### src/rtl/unified_mem_arbiter_pkg.sv
// Shared encodings for the unified IF/MEM memory arbiter: FSM states, grant ids, NOP word.
package unified_mem_arbiter_pkg;

  typedef enum logic [1:0] {
    IDLE   = 2'd0,
    BUSY_I = 2'd1,
    BUSY_D = 2'd2,
    DONE   = 2'd3
  } arb_state_t;

  typedef enum logic {
    GNT_IF = 1'b0,
    GNT_DM = 1'b1
  } gnt_t;

  // addi x0, x0, 0 -- returned in place of data when the bus times out
  localparam logic [31:0] NOP_INSN = 32'h0000_0013;

endpackage

### src/rtl/unified_mem_arbiter_mem_timeout_ctr.sv
// Busy-cycle counter; done is high in the cycle the count reaches TIMEOUT-1 while enabled.
// Combinational done, no backpressure; TIMEOUT=0 never signals done.
module mem_timeout_ctr #(
  parameter int TIMEOUT = 64
) (
  input  logic clk,
  input  logic reset,
  input  logic clear,
  input  logic enable,
  output logic done
);

  localparam int W = (TIMEOUT > 1) ? $clog2(TIMEOUT) : 1;
  localparam logic [W-1:0] LAST = W'((TIMEOUT > 0) ? TIMEOUT - 1 : 0);

  logic [W-1:0] count;

  always_ff @(posedge clk) begin
    if (reset || clear) begin
      count <= '0;
    end else if (enable) begin
      count <= count + W'(1);
    end
  end

  assign done = (TIMEOUT > 0) && enable && (count == LAST);

endmodule

### src/rtl/unified_mem_arbiter.sv
// Round-robin arbiter sharing one req/ack memory between fetch and load/store; grant 1 cycle after request,
// valid 1 cycle after ack (or timeout). Requesters are backpressured by holding their request until valid.
module unified_mem_arbiter
  import unified_mem_arbiter_pkg::*;
#(
  parameter int              XLEN     = 32,
  parameter int              TIMEOUT  = 64,
  parameter logic [XLEN-1:0] ERR_DATA = XLEN'(NOP_INSN)
) (
  input  logic            clk,
  input  logic            reset,
  input  logic            if_req,
  input  logic [XLEN-1:0] if_addr,
  input  logic            flush,
  output logic [XLEN-1:0] if_rdata,
  output logic            if_valid,
  output logic            if_stall,
  input  logic            dm_read,
  input  logic            dm_write,
  input  logic [XLEN-1:0] dm_addr,
  input  logic [XLEN-1:0] dm_wdata,
  output logic [XLEN-1:0] dm_rdata,
  output logic            dm_valid,
  output logic            dm_stall,
  output logic            mem_req,
  output logic            mem_we,
  output logic [XLEN-1:0] mem_addr,
  output logic [XLEN-1:0] mem_wdata,
  input  logic [XLEN-1:0] mem_rdata,
  input  logic            mem_ack,
  output logic            bus_err
);

  arb_state_t      state, next;
  gnt_t            last, sel;
  logic            grant;
  logic            squash;
  logic            busy;
  logic            tmo_done;
  logic            dm_pend, if_pend;
  logic            finish;
  logic [XLEN-1:0] cap_data;

  assign dm_pend  = dm_read | dm_write;
  assign if_pend  = if_req & ~flush;
  assign busy     = (state == BUSY_I) || (state == BUSY_D);
  assign finish   = mem_ack || tmo_done;
  assign cap_data = mem_ack ? mem_rdata : ERR_DATA;

  mem_timeout_ctr #(
    .TIMEOUT(TIMEOUT)
  ) u_timeout (
    .clk   (clk),
    .reset (reset),
    .clear (~busy),
    .enable(busy),
    .done  (tmo_done)
  );

  always_comb begin
    next  = state;
    grant = 1'b0;
    sel   = last;
    case (state)
      IDLE: begin
        if (dm_pend || if_pend) begin
          grant = 1'b1;
          if (dm_pend && if_pend) begin
            sel = (last == GNT_IF) ? GNT_DM : GNT_IF;
          end else begin
            sel = dm_pend ? GNT_DM : GNT_IF;
          end
          next = (sel == GNT_DM) ? BUSY_D : BUSY_I;
        end
      end
      BUSY_I, BUSY_D: begin
        if (finish) next = DONE;
      end
      DONE:    next = IDLE;
      default: next = IDLE;
    endcase
  end

  always_ff @(posedge clk) begin
    if (reset) begin
      state     <= IDLE;
      last      <= GNT_IF;
      mem_req   <= 1'b0;
      mem_we    <= 1'b0;
      mem_addr  <= '0;
      mem_wdata <= '0;
      if_rdata  <= '0;
      dm_rdata  <= '0;
      bus_err   <= 1'b0;
      squash    <= 1'b0;
    end else begin
      state <= next;
      case (state)
        IDLE: begin
          if (grant) begin
            last    <= sel;
            mem_req <= 1'b1;
            if (sel == GNT_DM) begin
              mem_we    <= dm_write;
              mem_addr  <= dm_addr;
              mem_wdata <= dm_wdata;
            end else begin
              mem_we   <= 1'b0;
              mem_addr <= if_addr;
            end
          end
        end
        BUSY_I, BUSY_D: begin
          if (state == BUSY_I && flush) squash <= 1'b1;
          if (finish) begin
            mem_req <= 1'b0;
            if (!mem_ack) bus_err <= 1'b1;
            // a fetch flushed in its final cycle must not overwrite the last good instruction
            if (state == BUSY_I && !squash && !flush) if_rdata <= cap_data;
            if (state == BUSY_D && !mem_we) dm_rdata <= cap_data;
          end
        end
        DONE:    squash <= 1'b0;
        default: ;
      endcase
    end
  end

  // flush arriving in DONE still has to kill the already-registered fetch result
  assign if_valid = (state == DONE) && (last == GNT_IF) && !squash && !flush;
  assign dm_valid = (state == DONE) && (last == GNT_DM);
  assign if_stall = if_req & ~if_valid;
  assign dm_stall = dm_pend & ~dm_valid;

endmodule

### config.mk
export PLATFORM = sky130hd
export DESIGN_NAME = unified_mem_arbiter
export DESIGN_NICKNAME = d
export VERILOG_FILES = /design/src/rtl/unified_mem_arbiter_pkg.sv /design/src/rtl/unified_mem_arbiter_mem_timeout_ctr.sv /design/src/rtl/unified_mem_arbiter.sv
export SDC_FILE = /design/constraint.sdc
export NUM_CORES = 1
export LEC_CHECK = 0
export ABC_AREA = 1
export CORE_ASPECT_RATIO = 0.9
export CORE_MARGIN = 2
export CORE_UTILIZATION = 25
export CTS_BUF_LIST = sky130_fd_sc_hd__clkbuf_2 sky130_fd_sc_hd__clkbuf_4 sky130_fd_sc_hd__clkbuf_8
export DETAILED_ROUTE_END_ITERATION = 16
export HOLD_SLACK_MARGIN = 0.05
export SETUP_SLACK_MARGIN = 0.02
export SLEW_MARGIN = 20
export SYNTH_ARGS = -nofsm -noshare
export SYNTH_HDL_FRONTEND = slang
export SYNTH_HIERARCHICAL = 1
export SYNTH_SLANG_ARGS = --single-unit
### constraint.sdc
create_clock -name clk -period 5.1 [get_ports clk]
set_clock_uncertainty 0.2 [all_clocks]
set_input_delay 1.02 -clock clk [delete_from_list [all_inputs] [get_ports clk]]
set_output_delay 1.02 -clock clk [all_outputs]
set_load 0.02 [all_outputs]
# Word level (Yosys, flattened, before mapping)
# Cells that the tools add are included.
[totals] input_bits=135 word_cells=80 regBits=141
[op_classes] muxes=21 reduce_logical=29 n_bitwise=10 n_addsub=1 n_eq_ne=8
[op_table] cell="32-bit two-way mux" n=2
[op_table] cell="3-bit AND reduction" n=5
[op_table] cell="1-bit two-way mux" n=13
[op_table] cell="1-bit logical AND" n=10
[op_table] cell="2-bit inequality test, second input constant" n=4
[op_table] cell="6-bit by 1-bit adder with 6-bit output, second input constant" n=1
[op_table] cell="6-bit equality test, second input constant" n=1
[op_table] cell="2-bit two-way mux" n=3
[op_table] cell="1-bit inverter" n=6
[op_table] cell="2-bit case mux with 3 select lines" n=1
[op_table] cell="2-bit AND reduction" n=3
[op_table] cell="2-bit equality test, second input constant" n=2
[op_table] cell="1-bit logical OR" n=4
[op_table] cell="1-bit case mux with 2 select lines" n=2
[op_table] cell="2-bit nonzero test" n=2
[op_table] cell="1-bit AND" n=3
[op_table] cell="1-bit logical NOT" n=3
[op_table] cell="2-bit by 1-bit equality test with 1-bit output, second input constant" n=1
[op_table] cell="2-bit logical NOT" n=1
[op_table] cell="2-bit OR reduction" n=1
[op_table] cell="1-bit bitwise OR" n=1

# Depth between registers and ports, before layout
[logic_depth] ltp_word=9 depth_mapped=12 mapped_depth_nobuf=11

# Cells and area by module
# The synthesis kept the hierarchy.
[by_module_without_submodules] module="unified_mem_arbiter" cells_each=785 area_per_inst_um2=5579.1 instances=1
[by_module_without_submodules] module="mem_timeout_ctr" cells_each=39 area_per_inst_um2=285.3 instances=1

# Worst setup path after synthesis
# No wires, ideal clock.
[synth_path] path_kind="input to output" startpoint="input flush" endpoint="output if_stall" slack_ns=1.893 n_path_buf=0 stages=2 arrival_ns=1.987 cell_sequence="nor4_1 nor2_1"
[synth_via] elab_chain_cells=4
[synth_rtl] item="from (decl)" line_no="unified_mem_arbiter.sv:14" text="input logic flush,"
[synth_rtl] item="1-bit logical NOT" line_no="unified_mem_arbiter.sv:130" text="assign if_valid = (state == DONE) && (last == GNT_IF) && !squash && !flush;"
[synth_rtl] item="1-bit logical AND" line_no="unified_mem_arbiter.sv:130"
[synth_rtl] item="1-bit inverter" line_no="unified_mem_arbiter.sv:132" text="assign if_stall = if_req & ~if_valid;"
[synth_rtl] item="1-bit AND" line_no="unified_mem_arbiter.sv:132"
[synth_rtl] item="to (decl)" line_no="unified_mem_arbiter.sv:17" text="output logic if_stall,"
# No other way between the ends.

# Final worst setup path
[layout_path] startpoint="input flush" endpoint="output if_valid"
[layout_via] elab_chain_cells=2
[layout_rtl] item="1-bit logical NOT" line_no="unified_mem_arbiter.sv:130"
[layout_rtl] item="1-bit logical AND" line_no="unified_mem_arbiter.sv:130"
[layout_rtl] item="to (decl)" line_no="unified_mem_arbiter.sv:16" text="output logic if_valid,"
# No other way between the ends.

==> flow_summary.ini <==
[timing]
slew_headroom_pct = 41.7
tightest_slew_ns = 0.874
slew_violations = 0
setup-tns-final_ns = 0
timing.final.crit_period_ns = 3.93
setup_viol = 0
hold_viol = 0
fin_ws_ns = 1.17
min_period_over_period_pct = 77.1
fmax_mhz = 254
hold_slack_ns = 0.267
grt_setup_unrepaired = no

[critical_path]
cp_data_arrival_time_ns = 2.71
crit_chain = clkdlybuf4s50_1 > nor4_1 > clkdlybuf4s50_1
crit_path_end = if_valid
crit_type = input pin to output port
r2r_cells = 11
start_kind = input pin
crit_buf_inv = 2
slowest_stage = clkdlybuf4s50_1
crit_family = buffers and inverters
critPathRequiredTime_ns = 3.88
rr_startpoint = state[1]
cp-end-kind = output port
crit_start = flush
crit_top_cell = clkdlybuf4s50_1
r2r_slack_ns = 2.12
worstPathMaxFanout = 3
worst-path-stages = 3
r2r-end = dm_rdata[30]
cp_slowest_stage_delay_ns = 0.72

[cts]
post_cts_buffers = 0
numCtsBuffers = 17
cts_sinks = 141
clockBufferDepth = 2
cts_hold_buf = 0
cts-resized-gates = 0
cts-root-buf = clkbuf_8
h-tree-depth = 4
clk_pin_slew_ns = 0.07
clk_latency_ns = 0.43
cts_tree = done

[placed_design]
dp_hpwl_um = 13800
placed_cell_area_um2 = 8710
dp_worst_setup_slack_ns = 1.16
portBuffers = 269
gp_congestion = 0.797

[finish]
final_nets = 1206
drive_above_1_share_pct = 5.11
diodes = 0
syn_to_final_growth_pct = 55.4
n_fill_cell = 2452
final_area_um2 = 9110

[floorplanning]
dieArea_um2 = 24700
rows = 53
die_width_um = 165
die_h_um = 149
fp.coreArea_um2 = 23200
initial_core_util_pct = 25.3
ios = 270

[power_and_ir_drop]
cell_internal_pwr_mw = 2.75
p_per_area_nw_per_um2 = 514
power_frac_comb_pct = 47.4
sequentialPowerShare_pct = 32.7
clkPwrFrac_pct = 19.9
p_leak_nw = 3.88
sw_frac_of_total_pct = 41.2
switchingPower_mw = 1.93
peakVddDrop_v = 0.000239

[yosys]
synth.distinct_cells = 26
synth_fp_nets = 965
ys_ff_latch = 141
synth_area_per_cell_um2 = 7.12
syn_inst = 824
yosys_warnings = 6
seq_area_frac_synth_pct = 48.1
synthesis.area_um2 = 5860

[global_routing]
grt_pass1_wl_um = 29700
grt_pass1_vias = 5459
grt-ovfl-total = 0
antenna_found_initial = 0
grt_use_total_pct = 15.4
grt_max_degree = 66

[routing]
drt-initial-drc-count = 370
via_count = 6004
via_per_inst = 4.35
wirelength_um = 19900
first_pass_iters = 5
drc = 0
postRouteAntennaNets = 0
wl_per_cell_um = 14.4

[outcome]
outcome = completed

[worst_hold_path]
holdCritPathClass = flip-flop to flip-flop

[job]
cap_violations = 0
## power by group through the flow
| stage | Clock, mW | Sequential (mW) | Combinational (mW) |
|---|---|---|---|
| 2_1_floorplan | 0 | 1.87 | 1.08 |
| 3_3_place_gp | 0 | 1.55 | 2.24 |
| 3_5_place_dp | 0 | 1.56 | 2.25 |
| 4_1_cts | 0.968 | 1.54 | 2.26 |
| 5_1_grt | 1.01 | 1.57 | 2.47 |
| 6_report | 0.930 | 1.53 | 2.22 |
## registers in the layout, summed over array words and instances (netlist names)
signal,count
if_rdata,32
u_timeout/count,6
dm_rdata,32
mem_addr,32
bus_err,1
squash,1
state,2
mem_we,1
last,1
mem_req,1
mem_wdata,32
## cell usage in the layout, fill, tap and decap left out, types with 3 or more instances in the layout
master / synthesis / routed
inv_2: 7 / 6
clkbuf_8: 0 / 19
nand2_1: 123 / 123
nand2_2: 3 / 3
nand3_1: 69 / 69
nor2_1: 197 / 197
dfxtp_1: 141 / 141
clkinv_4: 0 / 3
inv_1: 51 / 51
ha_1: 6 / 6
buf_4: 6 / 7
inv_6: 0 / 3
or2_1: 3 / 3
nand4_1: 3 / 3
a21oi_1: 61 / 61
clkdlybuf4s50_1: 0 / 268
clkinvlp_4: 0 / 3
o21ai_1: 25 / 25
o21ai_0: 71 / 71
## final cells by class
cell class              instances  area (um2)  area share [%]
multi-input cells             571        2550            28.0
flip-flops and latches        141        2820            31.0
well taps                     302         378            4.15
repair buffers                276        2740            30.1
clock buffers                  20         269            2.95
inverters                      58         219            2.40
clock inverters                11         135            1.48
## kinds of logic after synthesis
family	after synthesis	share of synthesized area (%)
AND/OR/NAND/NOR	407	28.5
AO/OA/AOI/OAI	158	13.5
flip-flops	141	48.1
buffers and inverters	112	8.51
adder cells (fa/ha/maj)	6	1.28
## metal layers
layer  routed length (um)  share of wire (%)  GRT usage (%)
met1                 8730                 44           19.2
met2                 9510                 48           25.4
met3                 1210                6.1           4.45
met4                  419                2.1           5.47
met5                    0                  0              0
## synthesized netlist by cell type
cell,n,area [um2]
or2_1,3,18.8
nand3_2,1,10.0
buf_2,27,135
buf_1,2,7.51
o21a_1,1,7.51
buf_4,6,45.0
clkbuf_1,16,60.1
o21ai_0,71,355
nor4_1,1,6.26
nor2_2,3,18.8
nand3_1,69,345
nand4_2,1,12.5
nor3_1,1,5.00
nand2_1,123,462
ha_1,6,75.1
nand4_1,3,18.8
nor2_4,1,11.3
dfxtp_1,141,2820
inv_1,51,191
a21oi_1,61,305
o21ai_1,25,125
nand3b_1,1,7.51
inv_2,7,26.3
nand2_2,3,18.8
nor2_1,197,739
buf_6,3,33.8
## through the flow
| step | power [mW] | cells | utilization [%] |
|---|---|---|---|
| floorplan | 2.95 | 824 | - |
| global placement | 3.78 | 1348 | 37.5 |
| detailed placement | 3.81 | 1348 | 37.5 |
| CTS | 4.76 | 1379 | 39.3 |
| global route | 5.06 | 1379 | 39.3 |
| finish | 4.68 | 1379 | 39.3 |
## worst reg2reg max path: stages, from the launching register on
cell     delay, ns
dfxtp_1       0.39
inv_1         0.10
ha_1          0.50
nand4_1       0.21
nor2_1        0.17
o21ai_1       0.13
inv_2         0.11
nand2_1       0.05
buf_4         0.24
inv_2         0.51
o21ai_0       0.19
nor2_1        0.11
## how the worst min path moves through the flow
| stage | from | endpoint | slack (ns) | depth (start not counted) |
|---|---|---|---|---|
| final | dm_rdata[27] | dm_rdata[27] | 0.27 | 2 |
| after global routing | dm_rdata[27] | dm_rdata[27] | 0.28 | 2 |
| after CTS | dm_rdata[27] | dm_rdata[27] | 0.27 | 2 |
| after detailed placement | dm_rdata[27] | dm_rdata[27] | 0.25 | 2 |
| after global placement | bus_err | bus_err | 0.25 | 1 |
| after floorplan | squash | squash | 0.25 | 2 |
Note: power is estimated with default switching activity, not from simulation.
